**src/rtl/cmp_arb_pkg.sv**
```systemverilog
// cmp_arb shared types: FSM state, default sizes, result bundle.
// Build option CMP_ARB_SIGNED_EN selects two's-complement compare.
package cmp_arb_pkg;

    localparam int NREQ_DEF = 4;
    localparam int WIDTH_DEF = 16;
    localparam int ID_W = 3;

    typedef enum logic {
        ST_EMPTY = 1'b0,
        ST_FULL  = 1'b1
    } state_t;

    typedef struct packed {
        logic [ID_W-1:0] id;
        logic            eq;
        logic            lt;
        logic            gt;
    } result_t;

endpackage

```
**src/rtl/cmp_arb_cmp_mag.sv**
```systemverilog
// cmp_mag: combinational WIDTH-bit magnitude comparator.
// CMP_ARB_SIGNED_EN defined -> signed compare, else unsigned.
module cmp_mag #(
    parameter int WIDTH = 16
) (
    input  logic [WIDTH-1:0] a,
    input  logic [WIDTH-1:0] b,
    output logic             eq,
    output logic             lt,
    output logic             gt
);

    assign eq = (a == b);
`ifdef CMP_ARB_SIGNED_EN
    assign lt = ($signed(a) < $signed(b));
`else
    assign lt = (a < b);
`endif
    assign gt = ~eq & ~lt;

endmodule

```
**src/rtl/cmp_arb.sv**
```systemverilog
// cmp_arb: round-robin arbiter feeding one shared comparator.
// Build option CMP_ARB_SIGNED_EN selects two's-complement compare.
module cmp_arb
    import cmp_arb_pkg::*;
#(
    parameter int NREQ  = NREQ_DEF,
    parameter int WIDTH = WIDTH_DEF
) (
    input  logic                       clk,
    input  logic                       rst,
    input  logic [NREQ-1:0]            req_valid,
    input  logic [NREQ-1:0][WIDTH-1:0] req_a,
    input  logic [NREQ-1:0][WIDTH-1:0] req_b,
    output logic [NREQ-1:0]            req_ready,
    output logic                       rsp_valid,
    input  logic                       rsp_ready,
    output logic [$clog2(NREQ)-1:0]    rsp_id,
    output logic                       rsp_eq,
    output logic                       rsp_lt,
    output logic                       rsp_gt,
    output logic [15:0]                cmp_count
);

    localparam int IDW = $clog2(NREQ);

    state_t          state_q;
    state_t          state_d;
    logic [IDW-1:0]  rr_ptr;
    logic [IDW-1:0]  gnt_idx;
    logic [IDW-1:0]  hi_idx;
    logic [IDW-1:0]  lo_idx;
    logic [NREQ-1:0] req_hi;
    logic            grant_ok;
    logic            grant;
    logic            rsp_fire;
    logic [WIDTH-1:0] sel_a;
    logic [WIDTH-1:0] sel_b;
    logic            c_eq;
    logic            c_lt;
    logic            c_gt;
    result_t         res_q;
    result_t         res_d;
    logic [15:0]     cnt_q;
    logic            unused_id;

    // Requests at/after rr_ptr win; otherwise wrap to lowest index.
    always_comb begin
        req_hi = '0;
        hi_idx = '0;
        lo_idx = '0;
        for (int i = NREQ - 1; i >= 0; i--) begin
            req_hi[i] = req_valid[i] && (i >= int'(rr_ptr));
            if (req_valid[i]) lo_idx = IDW'(i);
            if (req_hi[i]) hi_idx = IDW'(i);
        end
        gnt_idx = (|req_hi) ? hi_idx : lo_idx;
    end

    assign grant_ok = ~rst & ((state_q == ST_EMPTY) | rsp_ready);
    assign grant    = grant_ok & (|req_valid);
    assign rsp_fire = (state_q == ST_FULL) & rsp_ready;

    always_comb begin
        req_ready = '0;
        if (grant) req_ready[gnt_idx] = 1'b1;
    end

    assign sel_a = req_a[gnt_idx];
    assign sel_b = req_b[gnt_idx];

    cmp_mag #(
        .WIDTH (WIDTH)
    ) u_cmp (
        .a  (sel_a),
        .b  (sel_b),
        .eq (c_eq),
        .lt (c_lt),
        .gt (c_gt)
    );

    always_comb begin
        res_d    = res_q;
        res_d.id = ID_W'(gnt_idx);
        res_d.eq = c_eq;
        res_d.lt = c_lt;
        res_d.gt = c_gt;
    end

    always_comb begin
        state_d = state_q;
        unique case (state_q)
            ST_EMPTY: if (grant) state_d = ST_FULL;
            ST_FULL:  if (rsp_ready && !grant) state_d = ST_EMPTY;
        endcase
    end

    always_ff @(posedge clk) begin
        if (rst) begin
            state_q <= ST_EMPTY;
            rr_ptr  <= '0;
            res_q   <= '0;
            cnt_q   <= '0;
        end else begin
            state_q <= state_d;
            if (grant) begin
                rr_ptr <= (gnt_idx == IDW'(NREQ - 1)) ? '0
                        : gnt_idx + 1'b1;
                res_q  <= res_d;
            end
            if (rsp_fire) cnt_q <= cnt_q + 16'd1;
        end
    end

    assign rsp_valid = (state_q == ST_FULL);
    assign rsp_id    = res_q.id[IDW-1:0];
    assign rsp_eq    = res_q.eq;
    assign rsp_lt    = res_q.lt;
    assign rsp_gt    = res_q.gt;
    assign cmp_count = cnt_q;
    assign unused_id = ^res_q.id;

endmodule

```
**config.mk**
```make
export PLATFORM = sky130hd
export DESIGN_NAME = cmp_arb
export DESIGN_NICKNAME = d
export VERILOG_FILES = /design/src/rtl/cmp_arb_pkg.sv /design/src/rtl/cmp_arb_cmp_mag.sv /design/src/rtl/cmp_arb.sv
export SDC_FILE = /design/constraint.sdc
export NUM_CORES = 1
export LEC_CHECK = 0
export BUFFER_PORTS_ARGS = -buffer_cell sky130_fd_sc_hd__buf_2
export CAP_MARGIN = 0
export CORE_UTILIZATION = 44
export DETAILED_ROUTE_END_ITERATION = 10
export PLACE_DENSITY = 0.82
export SETUP_SLACK_MARGIN = 0.05
export SYNTH_ARGS = -nofsm -noshare
export SYNTH_HDL_FRONTEND = slang
export SYNTH_SLANG_ARGS = --single-unit
```
**constraint.sdc**
```tcl
create_clock -name clk -period 4.8 [get_ports clk]
set_clock_uncertainty 0.15 [all_clocks]
set_input_delay 1.44 -clock clk [delete_from_list [all_inputs] [get_ports clk]]
set_output_delay 1.44 -clock clk [all_outputs]
set_load 0.01 [all_outputs]
```
After elaboration in Yosys (flattened, before gate mapping):

Index checks and enable logic that the tools add are counted.

* equality and inequality tests: 2
* reduce and logical (&&, ||, !) cells: 8
* add/sub/neg operators: 2
* magnitude comparators: 6
* mux-type cells: 19
* bitwise logic cells: 9

Operator list (number)
* $bmux 16 s2: 2
* $mux 16: 2
* $mux 2: 9
* $add 16x1->16 const B: 1
* $eq 16x16->1: 1
* $lt 16x16->1: 1
* $reduce_or 4->1: 2
* $logic_and 1x1->1: 5
* $and 1x1->1: 4
* $ge 1x2->1 const A: 2
* $mux 4: 1
* $not 1->1: 4
* $lt 2x3->1 const B: 1
* $mux 1: 3
* $add 2x1->2 const B: 1
* $demux 1 s2: 1
* $eq 2x2->1 const B: 1
* $ge 2x1->1 const B: 1
* $ge 2x2->1 const A: 1
* $pmux 1 s2: 1
* $logic_not 1->1: 1
* $or 1x1->1: 1

* logic and storage cells: 53
* register bits after elaboration: 24
* input bits: 135
* output and inout bits: 26

Depth between registers and ports, before layout:

Gate-level depths: netlist (run 1).

* depth after elaboration: 11
* mapped depth: 13
* gate-level depth less buffers: 11

By module:

From an unflattened synthesis (run 1), not the netlist that was laid out.

* cells, all modules: 295
* area, all modules: 2670.1 µm²

Modules (own cells, without submodules)
* cmp_arb: cells each 237, seq. area each 480.5 µm², area each 2240.9 µm², instances 1
* cmp_mag: cells each 58, seq. area each 0.0 µm², area each 429.2 µm², instances 1

Worst setup path after synthesis (run 1):

OpenSTA, ideal clock, no wires.

* kind: input -> output
* start point: in req_valid[2]
* end point: out req_ready[0]
* stages: 7
* path buffers: 1
* data required time: 3210 ps
* arrival: 2617 ps
* slack: 593 ps
* cell sequence: mux2i_1 > nor2_1 > nor3_4 > buf_4 > inv_1 > ha_1 > and2_1

* word-level cells in the longest chain between the ends: 10
* elaborated cells between the ends (all ways): 17
* classes of those cells: 2 x order compare; 10 x mux; 1 x bitwise; 4 x reduce/logical

RTL lines
* start, declared: line cmp_arb.sv:11 `input logic [NREQ-1:0] req_valid,`
* $logic_and 1x1->1: line cmp_arb.sv:52 `req_hi[i] = req_valid[i] && (i >= int'(rr_ptr));`
* $mux 2 (3 in series): line cmp_arb.sv:54 `if (req_hi[i]) hi_idx = IDW'(i);`
* $mux 2 (*): line cmp_arb.sv:56 `gnt_idx = (|req_hi) ? hi_idx : lo_idx;`
* named net gnt_idx[0]: line cmp_arb.sv:29 `logic [IDW-1:0] gnt_idx;`
* $lt 2x3->1 (not written as such) or $ge 2x1->1 (tied branches): line cmp_arb.sv:65 `if (grant) req_ready[gnt_idx] = 1'b1;`
* $logic_and 1x1->1 (not written as such): line cmp_arb.sv:65
* $mux 1 (not written as such): line cmp_arb.sv:65
* $demux 1 s2 (*): line cmp_arb.sv:65
* $mux 4 (*): line cmp_arb.sv:65
* end, declared: line cmp_arb.sv:14 `output logic [NREQ-1:0] req_ready,`

Mark *: on every way through the listed nets, which the timed path passes. The rest lies on a longest branch.

Final worst setup path (run 1):

* start point: in req_valid[2]
* end point: out req_ready[2]

* word-level cells in the longest chain between the ends: 10
* elaborated cells between the ends (all ways): 17
* classes of those cells: 2 x order compare; 10 x mux; 1 x bitwise; 4 x reduce/logical

RTL lines (line)
* $logic_and 1x1->1: cmp_arb.sv:52
* $mux 2 (3 in series): cmp_arb.sv:54
* $mux 2: cmp_arb.sv:56
* $lt 2x3->1 (not written as such) or $ge 2x1->1 (tied branches): cmp_arb.sv:65
* $logic_and 1x1->1 (not written as such): cmp_arb.sv:65
* $mux 1 (not written as such): cmp_arb.sv:65
* $demux 1 s2: cmp_arb.sv:65
* $mux 4 (*): cmp_arb.sv:65

Every way passes the cells marked *; elsewhere a longest branch is shown, timed or not.

==> results of run 1 <==
[layout by cell type (no fill, tap or decap), types with 4 or more instances in the layout]
master and count:
dfxtp_1 24, nand3_1 6, o21ai_0 7, nand2_1 12, xnor2_1 5, nor3_1 4
a21oi_1 10, buf_4 6, xor2_1 8, buf_2 160, nand2b_1 6, and2_1 5
mux2_2 16, nand4_1 7, ha_1 21, mux2i_1 81, nor2_1 20
[flip-flops by register name, summed over array words and instances, names as in the netlist]
signal,flops
cmp_count,16
rr_ptr,2
rsp_eq,1
rsp_gt,1
rsp_id,2
rsp_lt,1
rsp_valid,1
[per-stage QoR]
step	setup WS [ns]	util, %	cell area [um2]
after floorplan	0.593	-	2540
after global placement	0.429	61.6	3410
after detailed placement	0.334	61.6	3410
after CTS	0.417	62.9	3480
after global routing	0.287	62.9	3480
final	0.424	62.9	3480
[layer usage]
metal	vias up	track usage, %
met3	18	4.53
met2	92	40.2
met5	-	0
met4	0	6.48
li1	1330	-
met1	1148	24.6
[critical path, stage by stage]
cell and delay, ns:
buf_2 0.12, mux2i_1 0.15, nor2_1 0.09, nor3_4 0.21, buf_4 0.21, inv_1 0.07, ha_1 0.20, and2_1 0.14
buf_2 0.14
[report_power, final]
group          internal, W  switching (W)  leakage (nW)
clock network     0.000111      0.0000613        0.0357
registers         0.000211      0.0000103         0.195
logic             0.000272       0.000242          1.52
[final timing paths]
path	start	endpoint	slack, ns	depth (start not counted)
hold reg to reg	rsp_gt$_SDFFE_PP0P_	rsp_gt$_SDFFE_PP0P_	0.32	2
hold / removal	rsp_gt$_SDFFE_PP0P_	rsp_gt$_SDFFE_PP0P_	0.32	2
setup reg to reg	rr_ptr[1]$_SDFFE_PP0P_	rsp_gt$_SDFFE_PP0P_	1.48	12
setup / recovery	req_valid[2]	req_ready[2]	0.42	9
[final cells by class]
cell class | count | area [um2]
clock buffers | 3 | 41.3
clock inverters | 1 | 30.0
fillers | 492 | 2060
inverters | 4 | 15.0
multi-input cells | 234 | 1960
flip-flops and latches | 24 | 480
well taps | 72 | 90.1
repair buffers | 167 | 866
[synthesized netlist by cell type]
cell / number
mux2_2: 16
nand3_1: 6
nor3_4: 1
a21o_1: 2
nor2b_1: 1
or3_1: 2
nand2b_1: 6
and4_1: 1
nand4_1: 7
nor2_1: 20
mux2i_1: 81
nor3b_1: 2
inv_1: 3
nor3_1: 4
dfxtp_1: 24
nor4_1: 2
buf_6: 3
a211o_1: 2
nand3b_1: 1
buf_4: 7
ha_1: 21
o21ai_0: 7
buf_1: 1
xnor2_1: 5
and3_1: 1
a221o_1: 1
a211oi_1: 3
xor2_1: 8
inv_2: 1
and2_1: 5
o31a_1: 1
or2_2: 1
nand2_1: 12
a21oi_1: 10
o21a_1: 1
o211ai_1: 1
clkbuf_1: 2
o31ai_1: 1
a2bb2oi_2: 1
nor3b_2: 1
[cell families (layout without fill, tap and decap cells)]
family	count (synthesis)	in the layout	share of synthesized area (%)
fa+ha+maj	21	21	10.3
simple gates	73	73	15.2
xor+xnor	13	13	4.48
compound gates	30	30	7.72
buf+inv	17	175	4.43
flops	24	24	18.9
mux	97	97	39.0
==> summary.txt, run 1 <==
Place
  • GPL Wtd Cong: 0.845
  • DP HPWL: 5.72 mm
  • PortBufs: 160
  • Placed cells: 501

Hold path
  • Hold Crit Class: flop to flop

Die
  • Die Span Y: 78.0 um
  • Die Area: 6090 um2
  • Starting Density: 45.9%
  • Core Region: 5540 um2
  • Die span in x: 78.0 um
  • # IOs: 161
  • Num rows: 27

GRT
  • Total gr overflow: 0
  • Number of global-route vias before repair: 2536
  • Gr usage total: 21.6%
  • Largest net degree at the start of global routing: 34
  • First-pass GRT wire length: 10.7 mm
  • Antenna violations before repair: 0

STA
  • Setup violators final: 0
  • Least-Margin Pin Slew: 0.882 ns
  • Final number of hold-violating endpoints: 0
  • Worst slew margin: 41.0%
  • Fmax achieved: 229 MHz
  • Period utilization: 91.2%
  • Max Slew Vio Count: 0
  • RSZ-0062 raised after global routing: false
  • Crit path time final: 4.38 ns
  • Setup tns final: 0 ns
  • Hold_ws: 0.318 ns

Critical path
  • CP Capture Type: primary output
  • CP required: 3.21 ns
  • Crit path DAT: 2.79 ns
  • CP Launch Type: input port
  • Crit path max fanout: 10
  • Crit path kind: input port to primary output

Clocking
  • CTS sink count: 24
  • Setup bufs post-CTS: 0
  • Clock slew at reported path FFs: 0.08 ns
  • CTS Root Cell: clkbuf_8
  • CTS tree: done
  • CTS Hold Bufs: 0
  • Clock latency on the worst-skew pair: 0.26 ns
  • CTS Buffer Depth: 2
  • Number of CTS-inserted buffers: 3
  • Post_cts resized: 0
  • H-tree depth: 1

Synthesis
  • Syn Nets: 431
  • Synth area leader: mux2i_1
  • Synth Register Bits: 24
  • Yosys top cell area share: 31.9%
  • Synth Area per Inst: 9.25 um2
  • Cells after synthesis: 275
  • Synth area leaders: mux2i_1, dfxtp_1, ha_1
  • Syn. warnings: 0
  • Post-Syn Area: 2540 um2
  • Synth unique cells: 40
  • Register area share after synthesis: 18.9%

Routing
  • Met2 WL: 3.38 mm
  • Vias per cell: 5.12
  • Post-route DRC: 0
  • TritonRoute pass-1 iters: 4
  • Met3 WL: 360 um
  • Met1 WL: 2.79 mm
  • WL final: 6.67 mm
  • DR vias: 2588
  • WL/cell: 13.2 um
  • Top sig layer: met4
  • Routed Antenna Nets: 0
  • Initial drt markers: 39

Final layout
  • Antenna Cells: 0
  • Cell Count, Final, Fillers Out: 505
  • Layout Nets: 590
  • Area growth from synthesis to layout: 37.0%
  • Share of cells above drive strength 1: 44.3%

Flow run
  • Maxcap violations: 0

Pwr
  • Power per standard cell area: 260 nW/um2
  • Post-route total power: 0.000908 W
  • VDD IR max: 149 uV
  • Leakage: 1.76 nW

Status
  • Status: finished, final reports clean
(Power assumes the default switching activity.)
==> run 2: changes to the inputs <==
--- a/config.mk
+++ b/config.mk
@@ -9,7 +9,7 @@
 export CAP_MARGIN = 0
 export CORE_UTILIZATION = 44
 export DETAILED_ROUTE_END_ITERATION = 10
-export PLACE_DENSITY = 0.82
+export PLACE_DENSITY = 0.8
 export SETUP_SLACK_MARGIN = 0.05
 export SYNTH_ARGS = -nofsm -noshare
 export SYNTH_HDL_FRONTEND = slang
==> run 2 against run 1 <==
Sequential power hardly changed. First-iteration DRC count grew to 2.8 times the previous value. Routed wire length is 0.39% lower. Clock power is 2% higher. Non-clock buffer count stayed put. Maximum frequency is 1.6% lower.
==> summary.txt, run 2 (synthesized netlist as in run 1, its figures left out) <==
STA
  • Setup violators final: 0 (unchanged)
  • Crit path time final: 4.45 ns (+0.0707 ns)
  • Least-Margin Pin Slew: 0.696 ns (-0.186 ns)
  • Fmax achieved: 225 MHz (-1.6%)
  • Setup tns final: 0 ns (unchanged)
  • Period utilization: 92.6% (+1.5 points)
  • Worst slew margin: 53.2% (+12 points)
  • Final number of hold-violating endpoints: 0 (unchanged)
  • RSZ-0062 raised after global routing: false
  • Max Slew Vio Count: 0 (unchanged)

Die
  • Core Region: 5540 um2 (unchanged)
  • Die span in x: 78.0 um (unchanged)
  • Starting Density: 45.9% (unchanged)
  • Num rows: 27 (unchanged)
  • # IOs: 161 (unchanged)
  • Die Area: 6090 um2 (unchanged)
  • Die Span Y: 78.0 um (unchanged)

Place
  • PortBufs: 160 (unchanged)
  • GPL Wtd Cong: 0.817 (-3.3%)
  • Placed cells: 501 (unchanged)
  • Cell Area, Placed: 3410 um2 (unchanged)
  • DP HPWL: 5.64 mm (-1.4%)

Routing
  • TritonRoute pass-1 iters: 4 (unchanged)
  • Post-route DRC: 0 (unchanged)
  • DR vias: 2627 (+1.5%)
  • Routed Antenna Nets: 0 (unchanged)
  • Vias per cell: 5.20 (+1.5%)
  • WL/cell: 13.2 um (-0.39%)
  • WL final: 6.65 mm (-0.39%)
  • Initial drt markers: 109 (+180%)

Critical path
  • Crit path kind: input port to primary output
  • CP Launch Type: input port
  • CP required: 3.21 ns (about the same)
  • CP top delay family: buffers and inverters
  • Crit path top cell by count: buf_2
  • Worst path slowest cell: buf_4
  • Crit path buf inv count: 4 (unchanged)
  • CP peak stage delay: 0.27 ns (+0.06 ns)
  • Crit path DAT: 2.86 ns (+0.07 ns)
  • CP Capture Type: primary output
  • Crit path max fanout: 14 (+4)
  • Worst path cell trace: buf_2 > a21oi_1 > a2bb2oi_4 > buf_4 > inv_1 > ha_1 > and2_1 > buf_2

Clocking
  • CTS Root Cell: clkbuf_8
  • Clock slew at reported path FFs: 0.08 ns (about the same)
  • CTS Buffer Depth: 2 (unchanged)
  • CTS Hold Bufs: 0 (unchanged)
  • Post_cts resized: 0 (unchanged)
  • CTS sink count: 24 (unchanged)
  • Clock latency on the worst-skew pair: 0.27 ns (about the same)
  • CTS tree: done
  • Number of CTS-inserted buffers: 3 (unchanged)
  • Setup bufs post-CTS: 0 (unchanged)
  • H-tree depth: 1 (unchanged)

Final layout
  • Layout Nets: 590 (unchanged)
  • Commonest non-fill, non-tap cell in the layout: buf_2
  • Post-Layout Inst Area: 3480 um2 (unchanged)
  • Antenna Cells: 0 (unchanged)
  • Share of cells above drive strength 1: 44.3% (unchanged)
  • Cell Count, Final, Fillers Out: 505 (unchanged)
  • Max reg flops: 16 (unchanged)
  • Most frequent cells in the layout: buf_2, mux2i_1, dfxtp_1
  • Area growth from synthesis to layout: 37.0% (unchanged)
  • Final Util: 62.9% (unchanged)

GRT
  • Largest net degree at the start of global routing: 40 (+18%)
  • Total gr overflow: 0 (unchanged)
  • Number of global-route vias before repair: 2680 (+5.7%)
  • First-pass GRT wire length: 11.1 mm (+3.8%)
  • Gr usage total: 22.1% (+0.54 points)
  • Antenna violations before repair: 0 (unchanged)

Hold path
  • Hold Crit Class: flop to flop

Pwr
  • Leakage: 1.76 nW (about the same)
  • Power per standard cell area: 260 nW/um2 (about the same)
  • VDD IR max: 163 uV (+9.0%)

Status
  • Status: finished, final reports clean

Flow run
  • Maxcap violations: 0 (unchanged)
-- run 2: final cells by class --
cell class	count	area (um2)
clock buffer	3	41.3
clock inverter	1	30.0
fill	492	2060
inverter	4	15.0
multi-input combinational	234	1960
sequential	24	480
tap	72	90.1
timing repair buffer	167	866
-- run 2: per-stage QoR --
step | total power [W] | hold slack (ns) | worst slack [ns]
4_1_cts | 0.000917 | 0.327 | 0.358
6_report | 0.000908 | 0.328 | 0.354
3_3_place_gp | 0.000723 | 0.307 | 0.447
2_1_floorplan | 0.000605 | 0.341 | 0.593
3_5_place_dp | 0.000738 | 0.311 | 0.367
5_1_grt | 0.000983 | 0.348 | 0.233
-- run 2: path summary, 6_finish.rpt --
path,start,end,slack (ns),depth (start not counted)
setup reg to reg,rr_ptr[1]$_SDFFE_PP0P_,rsp_gt$_SDFFE_PP0P_,1.48,11
setup / recovery,req_valid[0],req_ready[0],0.35,8
hold / removal,rsp_id[1]$_SDFFE_PP0P_,rsp_id[1]$_SDFFE_PP0P_,0.33,2
hold reg to reg,rsp_id[1]$_SDFFE_PP0P_,rsp_id[1]$_SDFFE_PP0P_,0.33,2
-- run 2: routing by layer --
layer | track usage (%) | vias to the layer above | share of wire, %
met5 | 0 | - | 0
met4 | 8.15 | 0 | 2.0
met3 | 4.42 | 18 | 6.2
met2 | 40.6 | 101 | 49
met1 | 25.2 | 1176 | 43
li1 | - | 1332 | -
-- run 2: worst reg2reg max path, stage by stage (launching register included) --
cell,delay [ns]
dfxtp_1,0.48
mux2i_1,0.26
nor2_1,0.09
nor3_4,0.21
buf_4,0.24
mux2_2,0.36
ha_1,0.29
a21o_1,0.19
a221o_1,0.31
a211o_1,0.32
o31ai_1,0.21
a21oi_1,0.10
-- run 2: power by group --
part           switching [W]  internal, W  total [W]
clock network      0.0000655     0.000111   0.000177
logic               0.000239     0.000270   0.000510
registers          0.0000103     0.000211   0.000221
total               0.000315     0.000592   0.000908
==> run 3: changes to the inputs <==
--- a/config.mk
+++ b/config.mk
@@ -7,9 +7,9 @@
 export LEC_CHECK = 0
 export BUFFER_PORTS_ARGS = -buffer_cell sky130_fd_sc_hd__buf_2
 export CAP_MARGIN = 0
-export CORE_UTILIZATION = 44
+export CORE_UTILIZATION = 47
 export DETAILED_ROUTE_END_ITERATION = 10
-export PLACE_DENSITY = 0.8
+export PLACE_DENSITY = 0.85
 export SETUP_SLACK_MARGIN = 0.05
 export SYNTH_ARGS = -nofsm -noshare
 export SYNTH_HDL_FRONTEND = slang
==> constraint.sdc (replaced) <==
create_clock -name clk -period 5.2 [get_ports clk]
set_clock_uncertainty 0.15 [all_clocks]
set_input_delay 1.56 -clock clk [delete_from_list [all_inputs] [get_ports clk]]
set_output_delay 1.56 -clock clk [all_outputs]
set_load 0.01 [all_outputs]
==> run 3 against run 2 <==
Power decreased by 6.7%. Setup slack improved by 0.23 ns. Largest power group unchanged. Critical path type unchanged. Global-route usage increased by 2.7 points. Sequential share of layout area unchanged. Via count increased by 1.0%. Worst hold slack improved by 0.0046 ns. Non-clock buffer count unchanged. Routed wire length increased by 6.6%. Critical path depth decreased by 3. Cell count decreased by 0.20%.
==> summary.txt, run 3 (synthesized netlist as in run 1, its figures left out) <==
Routing
  • Initial drt markers: 114 (+4.6%)
  • Routed Antenna Nets: 0 (unchanged)
  • Vias per cell: 5.27 (+1.2%)
  • Post-route DRC: 0 (unchanged)
  • WL final: 7.08 mm (+6.6%)
  • DR vias: 2654 (+1.0%)
  • WL/cell: 14.1 um (+6.8%)
  • TritonRoute pass-1 iters: 4 (unchanged)

Pwr
  • Power Internal: 0.000548 W (-7.6%)
  • Logic gate share of total power: 56.8% (+0.6 points)
  • Fraction of power consumed by sequential logic: 24.1% (-0.2 points)
  • VDD IR max: 141 uV (-14%)
  • Sw frac: 35.3% (+0.61 points)
  • Clk pwr share: 19.1% (-0.4 points)
  • Post-route total power: 0.000847 W (-6.7%)
  • Power per standard cell area: 243 nW/um2 (-6.7%)
  • Psw: 0.000299 W (-5.1%)
  • Leakage: 1.76 nW (about the same)

Clocking
  • Number of CTS-inserted buffers: 3 (unchanged)
  • Post_cts resized: 0 (unchanged)
  • Clock slew at reported path FFs: 0.08 ns (about the same)
  • H-tree depth: 1 (unchanged)
  • Clock latency on the worst-skew pair: 0.26 ns (about the same)
  • Setup bufs post-CTS: 0 (unchanged)
  • CTS Buffer Depth: 2 (unchanged)
  • CTS tree: done
  • CTS Root Cell: clkbuf_8
  • CTS Hold Bufs: 0 (unchanged)
  • CTS sink count: 24 (unchanged)

Place
  • DP HPWL: 6.05 mm (+7.2%)
  • GPL Wtd Cong: 1.01 (+24%)
  • PortBufs: 160 (unchanged)
  • Cell Area, Placed: 3410 um2 (about the same)

Critical path
  • CP Capture Type: primary output
  • CP top delay family: simple AND/OR/NAND/NOR gates
  • CP Launch Type: input port
  • Worst reg2reg setup slack: 1.71 ns (+0.23 ns)
  • CP peak stage delay: 0.73 ns (+0.46 ns)
  • Cell count along the critical path: 5 (-3)
  • Worst path cell trace: buf_2 > nand2b_1 > nor3b_2 > and2_1 > buf_2
  • CP required: 3.49 ns (+0.28 ns)
  • R2R depth: 11 (unchanged)
  • Crit path top cell by count: buf_2
  • Reg2reg start: rr_ptr[1]$_SDFFE_PP0P_
  • Crit path from: rsp_ready
  • Crit path DAT: 2.90 ns (+0.04 ns)
  • Crit path buf inv count: 2 (-2)
  • Crit path kind: input port to primary output
  • RR Endpoint: rsp_gt$_SDFFE_PP0P_
  • Crit path max fanout: 18 (+4)
  • Critical Path Sink: req_ready[0]
  • Worst path slowest cell: nor3b_2

STA
  • Hold_ws: 0.332 ns (+0.00460 ns)
  • Fmax achieved: 217 MHz
  • Setup violators final: 0 (unchanged)
  • RSZ-0062 raised after global routing: false
  • Period utilization: 88.7%
  • Max Slew Vio Count: 0 (unchanged)
  • Final number of hold-violating endpoints: 0 (unchanged)
  • Worst slew margin: 40.7% (-13 points)
  • Least-Margin Pin Slew: 0.886 ns (+0.190 ns)
  • Setup tns final: 0 ns (unchanged)
  • Crit path time final: 4.61 ns

Final layout
  • Area growth from synthesis to layout: 37.0% (unchanged)
  • Commonest non-fill, non-tap cell in the layout: buf_2
  • Layout Nets: 590 (unchanged)
  • Post-Layout Inst Area: 3480 um2 (unchanged)
  • Most frequent cells in the layout: buf_2, mux2i_1, dfxtp_1
  • Share of cells above drive strength 1: 44.3% (unchanged)
  • Max reg flops: 16 (unchanged)

Die
  • Die span in x: 75.6 um (-3.2%)
  • Core Region: 5170 um2 (-6.6%)
  • Num rows: 26 (-3.7%)
  • Die Area: 5710 um2 (-6.2%)
  • Starting Density: 49.2% (+3.3 points)
  • Die Span Y: 75.6 um (-3.2%)
  • # IOs: 161 (unchanged)

Hold path
  • Hold Crit Class: flop to flop

GRT
  • Number of global-route vias before repair: 2496 (-6.9%)
  • Largest net degree at the start of global routing: 25 (-38%)
  • Antenna violations before repair: 1 (+1)
  • Total gr overflow: 0 (unchanged)
  • First-pass GRT wire length: 10.9 mm (-2.1%)
  • Gr usage total: 24.8% (+2.7 points)

Status
  • Status: finished, final reports clean

Flow run
  • Maxcap violations: 0 (unchanged)
[run 3: routing by layer]
metal / track usage, % / wire [um]
met1: 27.4 / 2830
met4: 8.85 / 154
met2: 48.3 / 3740
met5: 0 / 0
met3: 3.17 / 359
[run 3: how the worst min path moves through the flow]
stage,startpoint,endpoint,slack [ns],cells past startpoint
finish,rsp_id[1]$_SDFFE_PP0P_,rsp_id[1]$_SDFFE_PP0P_,0.33,2
global route,rsp_gt$_SDFFE_PP0P_,rsp_gt$_SDFFE_PP0P_,0.36,2
CTS,rsp_eq$_SDFFE_PP0P_,rsp_eq$_SDFFE_PP0P_,0.33,2
detailed placement,rsp_eq$_SDFFE_PP0P_,rsp_eq$_SDFFE_PP0P_,0.32,2
global placement,rsp_eq$_SDFFE_PP0P_,rsp_eq$_SDFFE_PP0P_,0.31,2
floorplan,rsp_gt$_SDFFE_PP0P_,rsp_gt$_SDFFE_PP0P_,0.34,2
[run 3: worst reg2reg max path: cells and delay by family, from the launching register on]
kind                     cells  cell delay (ns)
multiplexers                 2             0.61
buffers and inverters        1             0.39
AO/OA/AOI/OAI                5             1.09
AND/OR/NAND/NOR              2             0.37
flip-flops                   1             0.47
adder cells (fa/ha/maj)      1             0.29
[run 3: final cells by class]
type | count | area (um2)
flip-flops and latches | 24 | 480
well taps | 70 | 87.6
repair buffers | 167 | 866
clock buffers | 3 | 41.3
diodes | 1 | 2.50
fillers | 426 | 1690
clock inverters | 1 | 30.0
multi-input cells | 234 | 1960
inverters | 4 | 15.0
[run 3: per-stage QoR]
stage | setup slack [ns] | utilization [%] | instances
2_1_floorplan | 0.753 | - | 275
3_3_place_gp | 0.588 | 65.9 | 499
3_5_place_dp | 0.510 | 65.9 | 499
4_1_cts | 0.581 | 67.3 | 503
5_1_grt | 0.428 | 67.4 | 504
6_report | 0.587 | 67.4 | 504
[run 3: power groups by stage]
stage	clock network, W	logic, W	registers (W)
finish	0.000162	0.000481	0.000204
global route	0.000175	0.000533	0.000206
CTS	0.000167	0.000481	0.000204
detailed placement	0	0.000479	0.000208
global placement	0	0.000463	0.000207
floorplan	0	0.000349	0.000210
